===== src/rtl/comp_float_reg.sv =====
// Registered IEEE-754 binary32 comparator: one-hot greater/equal/less flag plus
// an unordered indication for NaN operands, one cycle behind in_valid.
module comp_float_reg #(
  parameter bit DAZ = 1'b0
) (
  input  logic        clk,
  input  logic        rst_n,
  input  logic        in_valid,
  input  logic [31:0] a,
  input  logic [31:0] b,
  output logic        out_valid,
  output logic [2:0]  flag,
  output logic        unordered
);

  localparam int unsigned EXP_W = 8;
  localparam int unsigned MAN_W = 23;
  localparam int unsigned MAG_W = EXP_W + MAN_W;

  localparam logic [2:0] FLAG_GT = 3'b100;
  localparam logic [2:0] FLAG_EQ = 3'b010;
  localparam logic [2:0] FLAG_LT = 3'b001;
  localparam logic [2:0] FLAG_UN = 3'b000;

  logic             a_sign, b_sign;
  logic [EXP_W-1:0] a_exp, b_exp;
  logic [MAN_W-1:0] a_man, b_man;
  logic             a_nan, b_nan;
  logic             a_zero, b_zero;
  logic [MAG_W-1:0] a_mag, b_mag;
  logic [2:0]       flag_c;
  logic             unordered_c;

  // Field decode and special-value classification
  always_comb begin
    a_sign = a[31];
    b_sign = b[31];
    a_exp  = a[30:23];
    b_exp  = b[30:23];
    a_man  = a[22:0];
    b_man  = b[22:0];
    a_nan  = (a_exp == '1) && (a_man != '0);
    b_nan  = (b_exp == '1) && (b_man != '0);
    a_zero = (a_exp == '0) && (DAZ || (a_man == '0));
    b_zero = (b_exp == '0) && (DAZ || (b_man == '0));
    // Flushed subnormals must order as zero magnitude against normals
    a_mag  = a_zero ? MAG_W'(0) : {a_exp, a_man};
    b_mag  = b_zero ? MAG_W'(0) : {b_exp, b_man};
  end

  // Relation decode in priority order
  always_comb begin
    flag_c      = FLAG_UN;
    unordered_c = 1'b0;
    if (a_nan || b_nan) begin
      unordered_c = 1'b1;
    end else if (a_zero && b_zero) begin
      flag_c = FLAG_EQ;
    end else if (a_sign != b_sign) begin
      flag_c = a_sign ? FLAG_LT : FLAG_GT;
    end else if (a_mag == b_mag) begin
      flag_c = FLAG_EQ;
    end else if ((a_mag > b_mag) ^ a_sign) begin
      flag_c = FLAG_GT;
    end else begin
      flag_c = FLAG_LT;
    end
  end

  // Result register; flag/unordered hold while in_valid is low
  always_ff @(posedge clk or negedge rst_n) begin
    if (!rst_n) begin
      out_valid <= 1'b0;
      flag      <= 3'b000;
      unordered <= 1'b0;
    end else begin
      out_valid <= in_valid;
      if (in_valid) begin
        flag      <= flag_c;
        unordered <= unordered_c;
      end
    end
  end

endmodule


===== config.mk =====
export PLATFORM = sky130hd
export DESIGN_NAME = comp_float_reg
export DESIGN_NICKNAME = d
export VERILOG_FILES = /design/src/rtl/comp_float_reg.sv
export SDC_FILE = /design/constraint.sdc
export NUM_CORES = 1
export LEC_CHECK = 0
export CAP_MARGIN = 10
export CORE_MARGIN = 2
export CORE_UTILIZATION = 30
export CTS_BUF_LIST = sky130_fd_sc_hd__clkbuf_8
export DETAILED_ROUTE_END_ITERATION = 10
export SYNTH_ARGS = -nofsm -noshare
export SYNTH_HDL_FRONTEND = slang
export SYNTH_SLANG_ARGS = --single-unit

===== constraint.sdc =====
create_clock -name clk -period 0.8 [get_ports clk]
set_input_delay 0.16 -clock clk [delete_from_list [all_inputs] [get_ports clk]]
set_output_delay 0.16 -clock clk [all_outputs]
set_load 0.02 [all_outputs]

Word-level counts from Yosys, hierarchy flattened. Cells that the tools add are included.

Order comparisons: 1. Equality and inequality tests: 4. Multiplexer cells: 9. Bitwise logic cells: 1. Reduce and logical (&&, ||, !) cells: 12.

Operators by type and width (number): two-way mux 31 bit (2); logical NOT 23 bit (2); nonzero test 23 bit (2); equality test 31 bit (1); > comparator 31 bit (1); two-way mux 3 bit (6); equality test 8 bit, second input constant (2); logical NOT 8 bit (2); logical AND 1 bit (5); logical OR 1 bit (1); two-way mux 1 bit (1); != test 1 bit (1); XOR 1 bit (1).

Bits in registers: 5. Input port bits: 67. Output and inout bits: 5. Word-level logic and storage cells: 30.

Longest topological paths before layout. Gate-level depths: netlist of the first run.

Depth after elaboration: 10. Depth in mapped cells: 8. Mapped depth without buffers: 8.

Worst setup path before layout of the first run. Ideal clock, no wire load.

Path kind: input-to-reg. From: input a[2]. To: register flag[0]. Library setup time: 0.080 ns. Arrival: 1.710 ns. Data required time: 0.720 ns. Setup slack: -0.991 ns. Cell stages on the path: 8. Buffers on the path: 1. Cell sequence: clkbuf_1 ha_1 a21oi_1 a21oi_1 o31a_1 o41a_1 o31a_1 o211ai_2.

Longest elaborated chain between the ends: 10. Elaborated cells on any way between the ends: 15. Classes of those cells: order compare: 1; eq/ne: 1; mux: 6; bitwise: 1; reduce/logical: 6.

RTL lines: start: declaration (line 9) `input logic [31:0] a,`; logical NOT 23 bit (line 44) `a_zero = (a_exp == '0) && (DAZ || (a_man == '0));`; logical AND 1 bit (line 44); two-way mux 31 bit (line 47) `a_mag = a_zero ? MAG_W'(0) : {a_exp, a_man};`; > comparator 31 bit (line 63) `end else if ((a_mag > b_mag) ^ a_sign) begin`; XOR 1 bit (line 63); two-way mux 3 bit (line 63); two-way mux 3 bit (line 61) `end else if (a_mag == b_mag) begin`; two-way mux 3 bit (line 59) `end else if (a_sign != b_sign) begin`; two-way mux 3 bit (line 57) `end else if (a_zero && b_zero) begin`; two-way mux 3 bit * (line 55) `if (a_nan || b_nan) begin`; end signal: assignment (line 79) `flag <= flag_c;`; end: declaration (line 12) `output logic [2:0] flag,`.

Mark *: on every way between the ends. The rest lies on a longest branch, timed or not. A chain may end at the register's enable or synchronous reset.

Worst setup path in the final report of the first run.
From: input b[4]. To: register flag[2].

Longest elaborated chain between the ends: 10. Elaborated cells on any way between the ends: 15. Classes of those cells: order compare: 1; eq/ne: 1; mux: 6; bitwise: 1; reduce/logical: 6.

RTL lines: start: declaration (line 10) `input logic [31:0] b,`; logical NOT 23 bit (line 45) `b_zero = (b_exp == '0) && (DAZ || (b_man == '0));`; logical AND 1 bit (line 45); two-way mux 31 bit (line 48) `b_mag = b_zero ? MAG_W'(0) : {b_exp, b_man};`; > comparator 31 bit (line 63); XOR 1 bit (line 63); two-way mux 3 bit (line 63); two-way mux 3 bit (line 61); two-way mux 3 bit (line 59); two-way mux 3 bit (line 57); two-way mux 3 bit * (line 55).

Marked as above.

==> flow_summary.toml, run 1 <==
[worst_setup_path]
critical_path_required_ns = 0.90
critPathMaxFanout = 4
critPathCaptureType = "register"
crit_arrival_ns = 1.86
path_cells = "buf_8 -> inv_4 -> ha_4 -> a211oi_2 -> nor2_1 -> o31a_1 -> o41a_1 -> buf_4 -> o2111ai_2 -> o211ai_2"
critical_path_class = "primary input to register"
slowest_delay_ns = 0.37
cp_slowest_cell = "o41a_1"
crit_buf_inv = 3
critical-path-top-delay-family = "compound AO/OA/AOI/OAI gates"
startpoint_type = "primary input"

[detailed_routing]
wirelength_um = 4665
ant_nets = 0
drt-initial-drc-count = 37
drt_first_pass_iters = 4
drc_errors = 0
num_vias = 1692
routedWlPerCell_um = 13.84
via_per_inst = 5.021

[finish]
antenna_cells = 0
layout.nets = 384
finalInstanceArea_um2 = 2815
drive_gt1_share_pct = 62.11
mostFrequentLayoutCells = "45 x buf_4, 26 x buf_6, 23 x clkbuf_2"
fill_cells = 358
final_util_pct = 65.10
area_growth_pct = 111.3
layout_commonest_cell = "buf_4"

[clock_tree]
clk_latency_ns = 0.22
cts_tree = "yes"
cts_root_buffer = "clkbuf_8"
clock_path_buffers = 2
cts_max_level = 1
cts_made_buffers = 3
clock_sinks = 5
path_clk_slew_ns = 0.04
cts_hold_buf = 0

[hold_path]
hold_class = "primary input to async pin"

[logic_synthesis]
yosysWarnings = 0
ys_ff_latch = 5
ys_types = 30
ys.flop_type = "dfrtp_1"
synth_nets = 291
syn_area_um2 = 1333
syn_inst = 193
async_reset_ff_share_pct = 100.0
ys_seq_area_share_pct = 9.390
synth_edf_count = 0
syn_avg_cell_area_um2 = 6.904

[sta]
fin_crit_sh_pct = 220.5
rsz0062_at_grt = "true"
maxSlewHeadroom_pct = 81.61
min_period_ns = 1.764
setup_violations = 9
hold_viol = 0
worst_slew_pin_slew_ns = 0.2735
whs_ns = 0.1821
layout_setup_ws_ns = -0.9641
max_freq_mhz = 566.9
finClkSkew_ns = 0
slew_viol_final = 0

[floorplanning]
die_h_um = 70.65
core_area_um2 = 4324
std_cell_rows = 24
die_w_um = 70.65
ios = 72
initial_utilization_pct = 30.82
die_area_um2 = 4991

[power_and_ir_drop]
vdd_drop_max_uv = 481.8
p_leak_nw = 1.280
power_density_nw_per_um2 = 701.0

[status]
violations = "setup timing"
status = "complete, but fails checks"

[global_route]
overflow = 0
grt_pass1_vias = 1757
grt_first_pass_wirelength_um = 7403
grt_max_degree = 6
antenna_found_initial = 0
grt.total_usage_pct = 17.73

[placement]
placed_area_um2 = 2372
pre_cts_slack_ns = -1.528
port_buffers = 71
dpl.hpwl_um = 3542
gp_congestion = 0.8403

[run]
cap_viol_max_count = 0
==> worst register-to-register path: stages, from the launching register on <==
cell       delay, ns
dfrtp_1         0.38
buf_4           0.14
buf_4           0.12
o2bb2ai_1       0.11
==> metal layers <==
| metal | part of all wire (%) | global-route usage [%] |
|---|---|---|
| met2 | 51 | 33.02 |
| met4 | 1.4 | 2.935 |
| met5 | 0 | 0 |
| met1 | 41 | 22.19 |
| met3 | 6.4 | 2.137 |
==> worst paths after layout <==
path | to | from | slack, ns | cells past startpoint
max | flag[2] | b[4] | -0.96 | 10
min | flag[2] | rst_n | 0.18 | 1
max reg2reg | flag[1] | flag[1] | -0.06 | 3
min reg2reg | flag[2] | flag[2] | 0.54 | 2
max in group asynchronous | unordered | rst_n | 0.40 | 1
min in group clk | unordered | a[23] | 0.51 | 7
==> cell type report <==
class                   count  area [um2]  area share, %
well taps                  52       65.06          2.311
multi-input cells         124        1479          52.53
inverters                  33       128.9          4.578
clock buffers               3       41.29          1.467
flip-flops and latches      5       125.1          4.444
repair buffers            119       972.2          34.53
clock inverters             1       3.754         0.1333
==> what timing repair did <==
| action | CTS | global route |
|---|---|---|
| resized for setup | 166 | 162 |
| endpoints found under the setup margin | 9 | 9 |
| pin swaps | 35 | 50 |
| buffers inserted | 7 | 3 |
==> flip-flops by register name, indices dropped and copies added (netlist names) <==
name	flops
flag	3
out_valid	1
unordered	1
==> power breakdown <==
part	switching, W	internal, W	total, W	leakage, nW
logic	0.000541	0.000675	0.00122	1.19
registers	0.0000180	0.000275	0.000293	0.0621
clock network	0.000134	0.000330	0.000464	0.0269
total	0.000693	0.00128	0.00197	1.28
==> synthesized netlist by cell type (3+ instances only) <==
master    instances  area (um2)
inv_1            33       123.9
clkbuf_1         31       116.4
ha_1             31       387.9
nor4_1           16       100.1
nand4_1          15       93.84
a21oi_1          10       50.05
nand2_1           7       26.28
o21ai_0           6       30.03
dfrtp_1           5       125.1
nand3_1           5       25.02
nor2_1            5       18.77
a21o_1            3       22.52
nor3_1            3       15.01
o31a_1            3       26.28
==> logic make-up after synthesis <==
group	after synthesis	synth area share, %
AO/OA/AOI/OAI	34	18.22
adder cells (fa/ha/maj)	31	29.11
AND/OR/NAND/NOR	58	24.60
buffers and inverters	64	18.03
XOR/XNOR	1	0.6574
flip-flops	5	9.390
==> per-stage QoR <==
step,TNS [ns],total power [W],std cells
final,-3.627,0.001974,337
after detailed placement,-6.966,0.001313,324
after global routing,-4.034,0.002133,337
after global placement,-6.859,0.001304,324
after CTS,-4.135,0.001813,335
after floorplan,-2.748,0.0007065,193
No activity file was read; power rests on OpenSTA's default activity.
==> inputs of run 2 (changes only) <==
--- a/config.mk
+++ b/config.mk
@@ -7,9 +7,10 @@
 export LEC_CHECK = 0
 export CAP_MARGIN = 10
 export CORE_MARGIN = 2
-export CORE_UTILIZATION = 30
+export CORE_UTILIZATION = 41
 export CTS_BUF_LIST = sky130_fd_sc_hd__clkbuf_8
 export DETAILED_ROUTE_END_ITERATION = 10
+export PLACE_DENSITY = 0.84
 export SYNTH_ARGS = -nofsm -noshare
 export SYNTH_HDL_FRONTEND = slang
 export SYNTH_SLANG_ARGS = --single-unit
==> flow_summary.toml, run 2 (synthesized netlist as in run 1, its figures left out) <==
[clock_tree]
clk_latency_ns = 0.24
cts_made_buffers = 3
cts_max_level = 1
cts_hold_buf = 0
clock_path_buffers = 2
clock_sinks = 5
cts_root_buffer = "clkbuf_8"
cts_tree = "yes"
path_clk_slew_ns = 0.04

[finish]
multi_input_area_um2 = 1516
area_growth_pct = 115.4
finalInstanceArea_um2 = 2870
layout.nets = 381
max_flop_register = "flag"
mostFrequentLayoutCells = "42 x buf_4, 30 x buf_6, 24 x ha_4"
top_regs = "flag x3, out_valid x1, unordered x1"
largest_register_ffs = 3
ff_latch_area_um2 = 125.1
final_util_pct = 93.25
antenna_cells = 0
layout_commonest_cell = "buf_4"
drive_gt1_share_pct = 68.79
fill_cells = 99

[worst_setup_path]
critPathCaptureType = "register"
crit_buf_inv = 1
crit_arrival_ns = 2.02
critPathMaxFanout = 4
startpoint_type = "primary input"
critical-path-top-delay-family = "simple AND/OR/NAND/NOR gates"
critical_path_required_ns = 0.91
cp_slowest_cell = "o41a_1"
path_cells = "buf_8 -> ha_4 -> and3_4 -> nand4_1 -> nor3_2 -> o41a_1 -> o31a_1 -> o211ai_2"
slowest_delay_ns = 0.38
critical_path_class = "primary input to register"

[global_route]
grt_first_pass_wirelength_um = 8790
grt.total_usage_pct = 32.41
grt_max_degree = 6
overflow = 0
grt_pass1_vias = 1961
antenna_found_initial = 0

[floorplanning]
ios = 72
std_cell_rows = 20
die_area_um2 = 3722
die_w_um = 61.01
initial_utilization_pct = 43.29
core_area_um2 = 3078
die_h_um = 61.01

[sta]
min_period_ns = 1.912
finClkSkew_ns = 0
hold_viol = 0
layout_setup_ws_ns = -1.112
slew_viol_final = 0
maxSlewHeadroom_pct = 77.48
setup_violations = 9
rsz0062_at_grt = "true"
max_freq_mhz = 523.0
worst_slew_pin_slew_ns = 0.3368
fin_crit_sh_pct = 239.0

[detailed_routing]
drt-initial-drc-count = 200
ant_nets = 0
routedWlPerCell_um = 23.80
num_vias = 2098
drt_first_pass_iters = 5
via_per_inst = 6.436
wirelength_um = 7758
drc_errors = 0

[status]
status = "complete, but fails checks"
violations = "setup timing"

[placement]
placed_area_um2 = 2310
port_buffers = 71
gp_congestion = 0.8327
dpl.hpwl_um = 3652

[power_and_ir_drop]
vdd_drop_max_uv = 606.5
p_leak_nw = 1.266
power_density_nw_per_um2 = 787.0

[run]
cap_viol_max_count = 0

[hold_path]
hold_class = "primary input to async pin"
## run 2: worst reg2reg max path, stage by stage, from the launching register on
cell	delay, ns
dfrtp_1	0.38
buf_4	0.14
o21a_1	0.16
## run 2: final timing paths
path	start	end	slack [ns]	cells after the start
hold / removal	rst_n	flag[0]	0.16	1
min in group clk	a[5]	flag[1]	0.49	7
max in group asynchronous	rst_n	unordered	0.43	1
hold reg to reg	flag[2]	flag[2]	0.56	2
setup reg to reg	unordered	unordered	0.01	2
setup / recovery	a[29]	flag[2]	-1.11	8
## run 2: final cells by class
class                   instances  share of cell area [%]
repair buffers                116                   34.48
clock buffers                   3                   1.439
multi-input cells             124                   52.83
inverters                      33                   4.839
clock inverters                 1                  0.1308
flip-flops and latches          5                   4.359
well taps                      44                   1.918
## run 2: repair_timing
action / 4_1_cts / 5_1_grt
gates cloned: 0 / 0
pin swaps: 45 / 43
hold endpoints to repair: 0 / 0
endpoints found under the setup margin: 9 / 9
buffers inserted: 12 / 6
resized for setup: 233 / 166
## run 2: per-stage QoR
step           setup TNS [ns]  std cells  worst slack [ns]  hold slack [ns]  total power [W]
2_1_floorplan          -2.748        193           -0.9906          -0.1356        0.0007065
3_3_place_gp           -6.767        309            -1.514           0.3959         0.001268
3_5_place_dp           -7.057        309            -1.617           0.4010         0.001296
4_1_cts                -3.937        322            -1.074           0.1530         0.001880
5_1_grt                -4.745        326            -1.175           0.1682         0.002340
6_report               -4.352        326            -1.112           0.1600         0.002259
## run 2: layer usage
layer / vias to the layer above / track usage (%) / routed length [um]
li1: 859 / - / -
met2: 203 / 58.22 / 3672
met5: - / 0 / 0
met1: 948 / 33.21 / 2514
met4: 0 / 20.50 / 817
met3: 88 / 8.613 / 754
## run 2: power breakdown
| part | switching (W) | leakage (nW) | total, W | internal, W |
|---|---|---|---|---|
| Clock | 0.000169 | 0.0269 | 0.000501 | 0.000333 |
| Sequential | 0.0000184 | 0.0621 | 0.000293 | 0.000275 |
| Combinational | 0.000701 | 1.18 | 0.00146 | 0.000763 |
| Total | 0.000888 | 1.27 | 0.00226 | 0.00137 |
